### config.mk
export PLATFORM = sky130hd
export DESIGN_NAME = ldtu_out_fifo
export DESIGN_NICKNAME = d
export VERILOG_FILES = /design/src/rtl/ldtu_out_fifo.sv
export SDC_FILE = /design/constraint.sdc
export NUM_CORES = 2
export LEC_CHECK = 0
export ABC_AREA = 1
export CORE_ASPECT_RATIO = 1.5
export CORE_UTILIZATION = 30
export DETAILED_ROUTE_END_ITERATION = 16
export GPL_ROUTABILITY_DRIVEN = 0
export PLACE_DENSITY = 0.41
export SYNTH_ARGS = -nofsm -noshare
export SYNTH_HDL_FRONTEND = slang
export SYNTH_SLANG_ARGS = --single-unit
export TNS_END_PERCENT = 10
### constraint.sdc
create_clock -name CLK -period 5.7 [get_ports CLK]
set_input_delay 1.14 -clock CLK [delete_from_list [all_inputs] [get_ports CLK]]
set_output_delay 1.14 -clock CLK [all_outputs]
set_load 0.005 [all_outputs]
### src/rtl/ldtu_out_fifo.sv
// ldtu_out_fifo: 64-deep output buffer with registered full/empty flags, idle fill and an overflow counter
module ldtu_out_fifo #(
  parameter int Nbits_32 = 32,
  parameter int FifoDepth_buff = 64,
  parameter int bits_ptr = 6,
  parameter int FullMargin = 2,
  parameter logic [Nbits_32-1:0] Idle = 32'hEAAAAAAA
) (
  input  logic                CLK,
  input  logic                rst_b,
  input  logic                write_signal,
  input  logic [Nbits_32-1:0] DATA_from_CU,
  input  logic                read_signal,
  output logic                full,
  output logic                empty,
  output logic [Nbits_32-1:0] DATA_out,
  output logic                data_valid,
  output logic [bits_ptr:0]   level,
  output logic [7:0]          overflow_cnt
);
  localparam logic [bits_ptr:0] depth_c = (bits_ptr+1)'(FifoDepth_buff);
  localparam logic [bits_ptr:0] full_th_c = (bits_ptr+1)'(FifoDepth_buff - FullMargin);
  logic [Nbits_32-1:0] mem [FifoDepth_buff];
  logic [bits_ptr-1:0] wr_ptr_q, wr_ptr_d, rd_ptr_q, rd_ptr_d;
  logic [bits_ptr:0]   count_q, count_d;
  logic                full_q, full_d, empty_q, empty_d, valid_q, valid_d;
  logic [Nbits_32-1:0] data_q, data_d;
  logic [7:0]          ovf_q, ovf_d;
  logic                wr_acc, rd_acc;
  always_comb begin
    wr_acc   = write_signal && (count_q != depth_c);
    rd_acc   = read_signal && (count_q != '0);
    wr_ptr_d = wr_ptr_q + bits_ptr'(wr_acc);
    rd_ptr_d = rd_ptr_q + bits_ptr'(rd_acc);
    count_d  = count_q + (bits_ptr+1)'(wr_acc) - (bits_ptr+1)'(rd_acc);
    full_d   = count_d >= full_th_c;
    empty_d  = count_d == '0;
    data_d   = rd_acc ? mem[rd_ptr_q] : Idle;
    valid_d  = rd_acc;
    ovf_d    = (write_signal && !wr_acc && ovf_q != 8'hFF) ? ovf_q + 8'd1 : ovf_q;
  end
  always_ff @(posedge CLK) begin
    if (!rst_b) begin
      wr_ptr_q <= '0;
      rd_ptr_q <= '0;
      count_q  <= '0;
      full_q   <= 1'b0;
      empty_q  <= 1'b1;
      data_q   <= Idle;
      valid_q  <= 1'b0;
      ovf_q    <= '0;
    end else begin
      wr_ptr_q <= wr_ptr_d;
      rd_ptr_q <= rd_ptr_d;
      count_q  <= count_d;
      full_q   <= full_d;
      empty_q  <= empty_d;
      data_q   <= data_d;
      valid_q  <= valid_d;
      ovf_q    <= ovf_d;
    end
  end
  always_ff @(posedge CLK) begin
    if (rst_b && wr_acc) mem[wr_ptr_q] <= DATA_from_CU;
  end
  assign full         = full_q;
  assign empty        = empty_q;
  assign DATA_out     = data_q;
  assign data_valid   = valid_q;
  assign level        = count_q;
  assign overflow_cnt = ovf_q;
endmodule

# Yosys cells after proc, flatten, opt, wreduce, memory -nomap -nowiden

Memory sizes are Yosys's and may differ from the RTL's. A register that Yosys moved wholly into a read port is not among the register bits.
Index checks and enable logic that the tools add are counted.

Register bits after elaboration: 30
RAM bits: 2,048
Output and inout port bits: 50
Logic and storage cells: 28
Memories kept: 1

Memory list:

| name | words | bits a word | rd ports | clocked after Yosys merged registers in | wr ports | line | RTL |
|---|---|---|---|---|---|---|---|
| mem  | 64    | 32          | 1        | 1                                       | 1        | 23   | `logic [Nbits_32-1:0] mem [FifoDepth_buff];` |

$add $sub $neg: 5
Order comparisons: 1
Eq/ne operators: 2
Muxes and demuxes: 2
Reductions and logical operators: 10

Operator list:

| kind                                                                   | count |
|---|---|
| 6-bit by 1-bit adder with 6-bit output                                 | 2 |
| 8-bit by 1-bit adder with 8-bit output (second input constant)         | 1 |
| 8-bit != test (second input constant)                                  | 1 |
| 7-bit by 1-bit adder with 7-bit output                                 | 1 |
| 7-bit by 6-bit >= comparator with 1-bit output (second input constant) | 1 |
| 7-bit zero test                                                        | 1 |
| 7-bit != test (second input constant)                                  | 1 |
| 7-bit nonzero test                                                     | 1 |
| 7-bit by 1-bit subtractor with 7-bit output                            | 1 |
| 1-bit logical AND                                                      | 5 |
| 1-bit zero test                                                        | 2 |
| 1-bit 2-to-1 mux                                                       | 2 |
| 2-bit AND reduction                                                    | 1 |

# Logic depth before layout (Yosys ltp)

Depth in word-level cells: 5
Depth in mapped cells: 19
Gate-level depth less buffers: 19

# Least setup slack after synthesis

OpenSTA, ideal clock, no wires.

Path kind: input to register
From: input port rst_b
To: memory mem[0][0] (enable)
Setup time: 421 ps
Arrival time: 3,236 ps
Path slack: 2,043 ps
Cell stages on the path: 4
Path through: inv_1 -> nor2_1 -> nand4_1 -> nor2_1

Longest elaborated chain between the ends: 3

RTL lines:

| what                                   | line | RTL |
|---|---|---|
| start: declaration                     | 10   | `input logic rst_b,` |
| 1-bit logical AND                      | 64   | `if (rst_b && wr_acc) mem[wr_ptr_q] <= DATA_from_CU;` |
| 1-bit 2-to-1 mux                       | 64   |  |
| 1-bit 2-to-1 mux (not written as such) | 64   |  |
| end: declaration                       | 23   |  |

No other way between the ends.

# Worst setup path in the final report

From: register count_q[3], in the netlist level[3]
To: memory mem[55][10] (enable)

Longest elaborated chain between the ends: 5

RTL lines:

| what                                   | line | RTL |
|---|---|---|
| start: declaration                     | 25   | `logic [bits_ptr:0] count_q, count_d;` |
| start signal: assignment               | 55   | `count_q <= count_d;` |
| 7-bit != test                          | 31   | `wr_acc = write_signal && (count_q != depth_c);` |
| 1-bit logical AND                      | 31   |  |
| 1-bit logical AND                      | 64   |  |
| 1-bit 2-to-1 mux                       | 64   |  |
| 1-bit 2-to-1 mux (not written as such) | 64   |  |

No other way between the ends.

==> results.py <==
metrics = {
    "global_routing": {
        "grt_antenna_before_repair": 15,
        "grt_pass1_vias": 53060,
        "grt_overflow": 0,
        "grt_pass1_wl_um": 398400,
        "grtUsageTotal_pct": 19.37,
        "grt_max_degree": 185,
    },
    "critical_path": {
        "worstPathRequired_ns": 6.22,
        "worstPathMaxFanout": 18,
        "critPathKind": "reg2reg",
        "worst_setup_path_start_kind": "flip-flop",
        "worstSetupEndpointType": "flip-flop",
        "cp.arrival_ns": 3.99,
    },
    "synthesis": {
        "ys_types": 27,
        "async_reset_ff_share_pct": 0,
        "synthMostInstantiatedCell": "nand2_1",
        "synth_edf_count": 2048,
        "synth_cells": 7202,
        "ys.flop_type": "edfxtp_1",
        "netlist_top_cells_area": "edfxtp_1, nand2_1, nand3_1, buf_2, a21oi_1",
        "seq_area_frac_synth_pct": 74.34,
        "synth_nets": 7253,
        "yosys_register_bits": 2110,
        "synth_area_um2": 84390,
        "ys_top_cells_by_count": "nand2_1, edfxtp_1, nand3_1",
        "syn_area_per_cell_um2": 11.72,
        "yosys_warnings": 0,
        "synth_top_cell_by_area": "edfxtp_1",
        "synth_top_area_share_pct": 72.87,
    },
    "detailed_routing": {
        "final_antenna_net_count": 0,
        "drt-initial-drc-count": 3761,
        "drc_errors": 0,
        "wl_um": 279700,
        "wl_per_cell_um": 25.15,
        "firstDrtPassIters": 5,
        "vias": 53650,
        "drt-vias-per-instance": 4.824,
    },
    "die": {
        "rows": 238,
        "start_util_pct": 30.15,
        "die_area_um2": 283500,
        "die_h_um": 651.6,
        "top_level_ports": 86,
        "chipWidth_um": 435.1,
        "coreArea_um2": 279900,
    },
    "placed_design": {
        "dp_hpwl_um": 160600,
        "post-place-ws_ns": 1.501,
        "io_buffers": 85,
        "dp_cells": 10740,
    },
    "cells_and_area": {
        "area_delta_synth_final_pct": 14.17,
        "final_nets": 7289,
        "stdcell_count": 11120,
        "drive_above_1_share_pct": 7.450,
    },
    "power_and_ir_drop": {
        "p_leak_nw": 34.33,
        "p_total_mw": 38.43,
        "power-per-cell-area_nw_per_um2": 398.9,
        "ir_drop_v": 0.0003018,
    },
    "job": {
        "drv_cap": 0,
    },
    "sta": {
        "final_hold_viol_count": 0,
        "finalCritPeriodShare_pct": 60.98,
        "rsz0062_at_grt": "no",
        "finClkSkew_ns": 0.06861,
        "tightestPinTransition_ns": 1.280,
        "finalMaxSlewViolations": 0,
        "final-setup-viol-count": 0,
        "worst_slack_ns": 2.224,
        "finalSetupTns_ns": 0,
        "clock.fmax_mhz": 287.7,
        "max-slew-margin-rel_pct": 14.47,
        "period_minus_slack_ns": 3.476,
    },
    "clock_network": {
        "postCtsSetupBuffers": 0,
        "cts_max_path_buffers": 4,
        "clkSinkCount": 2110,
        "cts-root-buf": "clkbuf_16",
        "hold_buffers": 0,
        "cts_buffers": 212,
        "cts_tree": "done",
        "cts_resized": 0,
        "clk_latency_ns": 0.88,
        "path_clk_slew_ns": 0.06,
        "h-tree-depth": 4,
    },
    "hold_path": {
        "hold_class": "reg2reg",
    },
    "run_status": {
        "status": "complete, no violations",
    },
}
==> final timing paths <==
path                                      start         endpoint  slack, ns  depth (start not counted)
worst max-delay path                   level[3]      mem[55][10]       2.22                         11
worst min-delay path            overflow_cnt[3]  overflow_cnt[3]       0.52                          2
worst max register to register         level[3]      mem[55][10]       2.22                         11
worst min register to register  overflow_cnt[3]  overflow_cnt[3]       0.52                          2
==> power breakdown <==
group	leakage, nW	total, mW	internal [mW]	switching (mW)
clock	3.22	13.8	7.77	6.02
combinational	12.2	7.29	1.88	5.41
sequential	18.9	17.3	17.1	0.207
==> stage by stage <==
step | hold slack [ns] | cell area, µm² | utilization, %
finish | 0.5153 | 96350 | 34.42
global route | 0.4689 | 96340 | 34.42
CTS | 0.4516 | 96340 | 34.42
detailed placement | 0.4961 | 89760 | 32.07
global placement | 0.4941 | 89760 | 32.07
floorplan | 0.4747 | 84390 | -
==> routing by layer <==
layer / share of wire, % / global-route usage (%) / wire length, µm
met4: 2.5 / 5.142 / 7054
met1: 41 / 23.70 / 114600
met3: 3.3 / 1.809 / 9106
met2: 53 / 36.06 / 148900
met5: 0 / 0 / 0
==> cell type report <==
cell class / count / area, µm²
flip-flops and latches: 2110 / 62760
fillers: 27860 / 183600
repair buffers: 246 / 2222
diodes: 6 / 15.01
well taps: 3720 / 4654
clock buffers: 267 / 5563
clock inverters: 105 / 1012
multi-input cells: 4618 / 19890
inverters: 50 / 234.0
==> worst max-delay path, cell delays in order (launching register included) <==
cell     delay (ns)
dfxtp_1        0.38
inv_1          0.08
ha_1           0.18
nand2_1        0.07
nor2_1         0.07
nand3_1        0.10
nand2_1        0.11
nor2_1         0.57
nand3_1        0.16
buf_4          0.28
nor2_4         0.69
buf_4          0.40
==> layout by cell type (no fill, tap or decap), types with 20 or more instances in the layout <==
master / n
nand2_1: 2938
edfxtp_1: 2048
nand3_1: 1173
a21oi_1: 274
clkbuf_16: 213
buf_4: 158
nor2_1: 98
nor2_4: 65
dfxtp_1: 57
clkdlybuf4s50_1: 53
clkbuf_1: 51
clkinv_1: 43
inv_1: 42
clkinv_2: 36
buf_12: 22
nor3_1: 20
bufinv_16: 20
==> state kept, by name, indices dropped and copies added, names as in the netlist <==
name / count
rd_ptr_q: 6
overflow_cnt: 8
level: 7
wr_ptr_q: 6
DATA_out: 32
mem: 2048
full: 1
empty: 1
data_valid: 1
==> kinds of logic (layout without fill, tap and decap cells) <==
family / count (synthesis) / count (layout) / share of synthesized area, %
compound gates: 285 / 285 / 1.693
xor+xnor: 8 / 8 / 0.08302
fa+ha+maj: 15 / 15 / 0.2313
buf+inv: 474 / 668 / 2.661
flops: 2110 / 2110 / 74.34
other cells: 0 / 6 / 0
simple gates: 4310 / 4310 / 20.99
No activity file was read; power rests on OpenSTA's default activity.
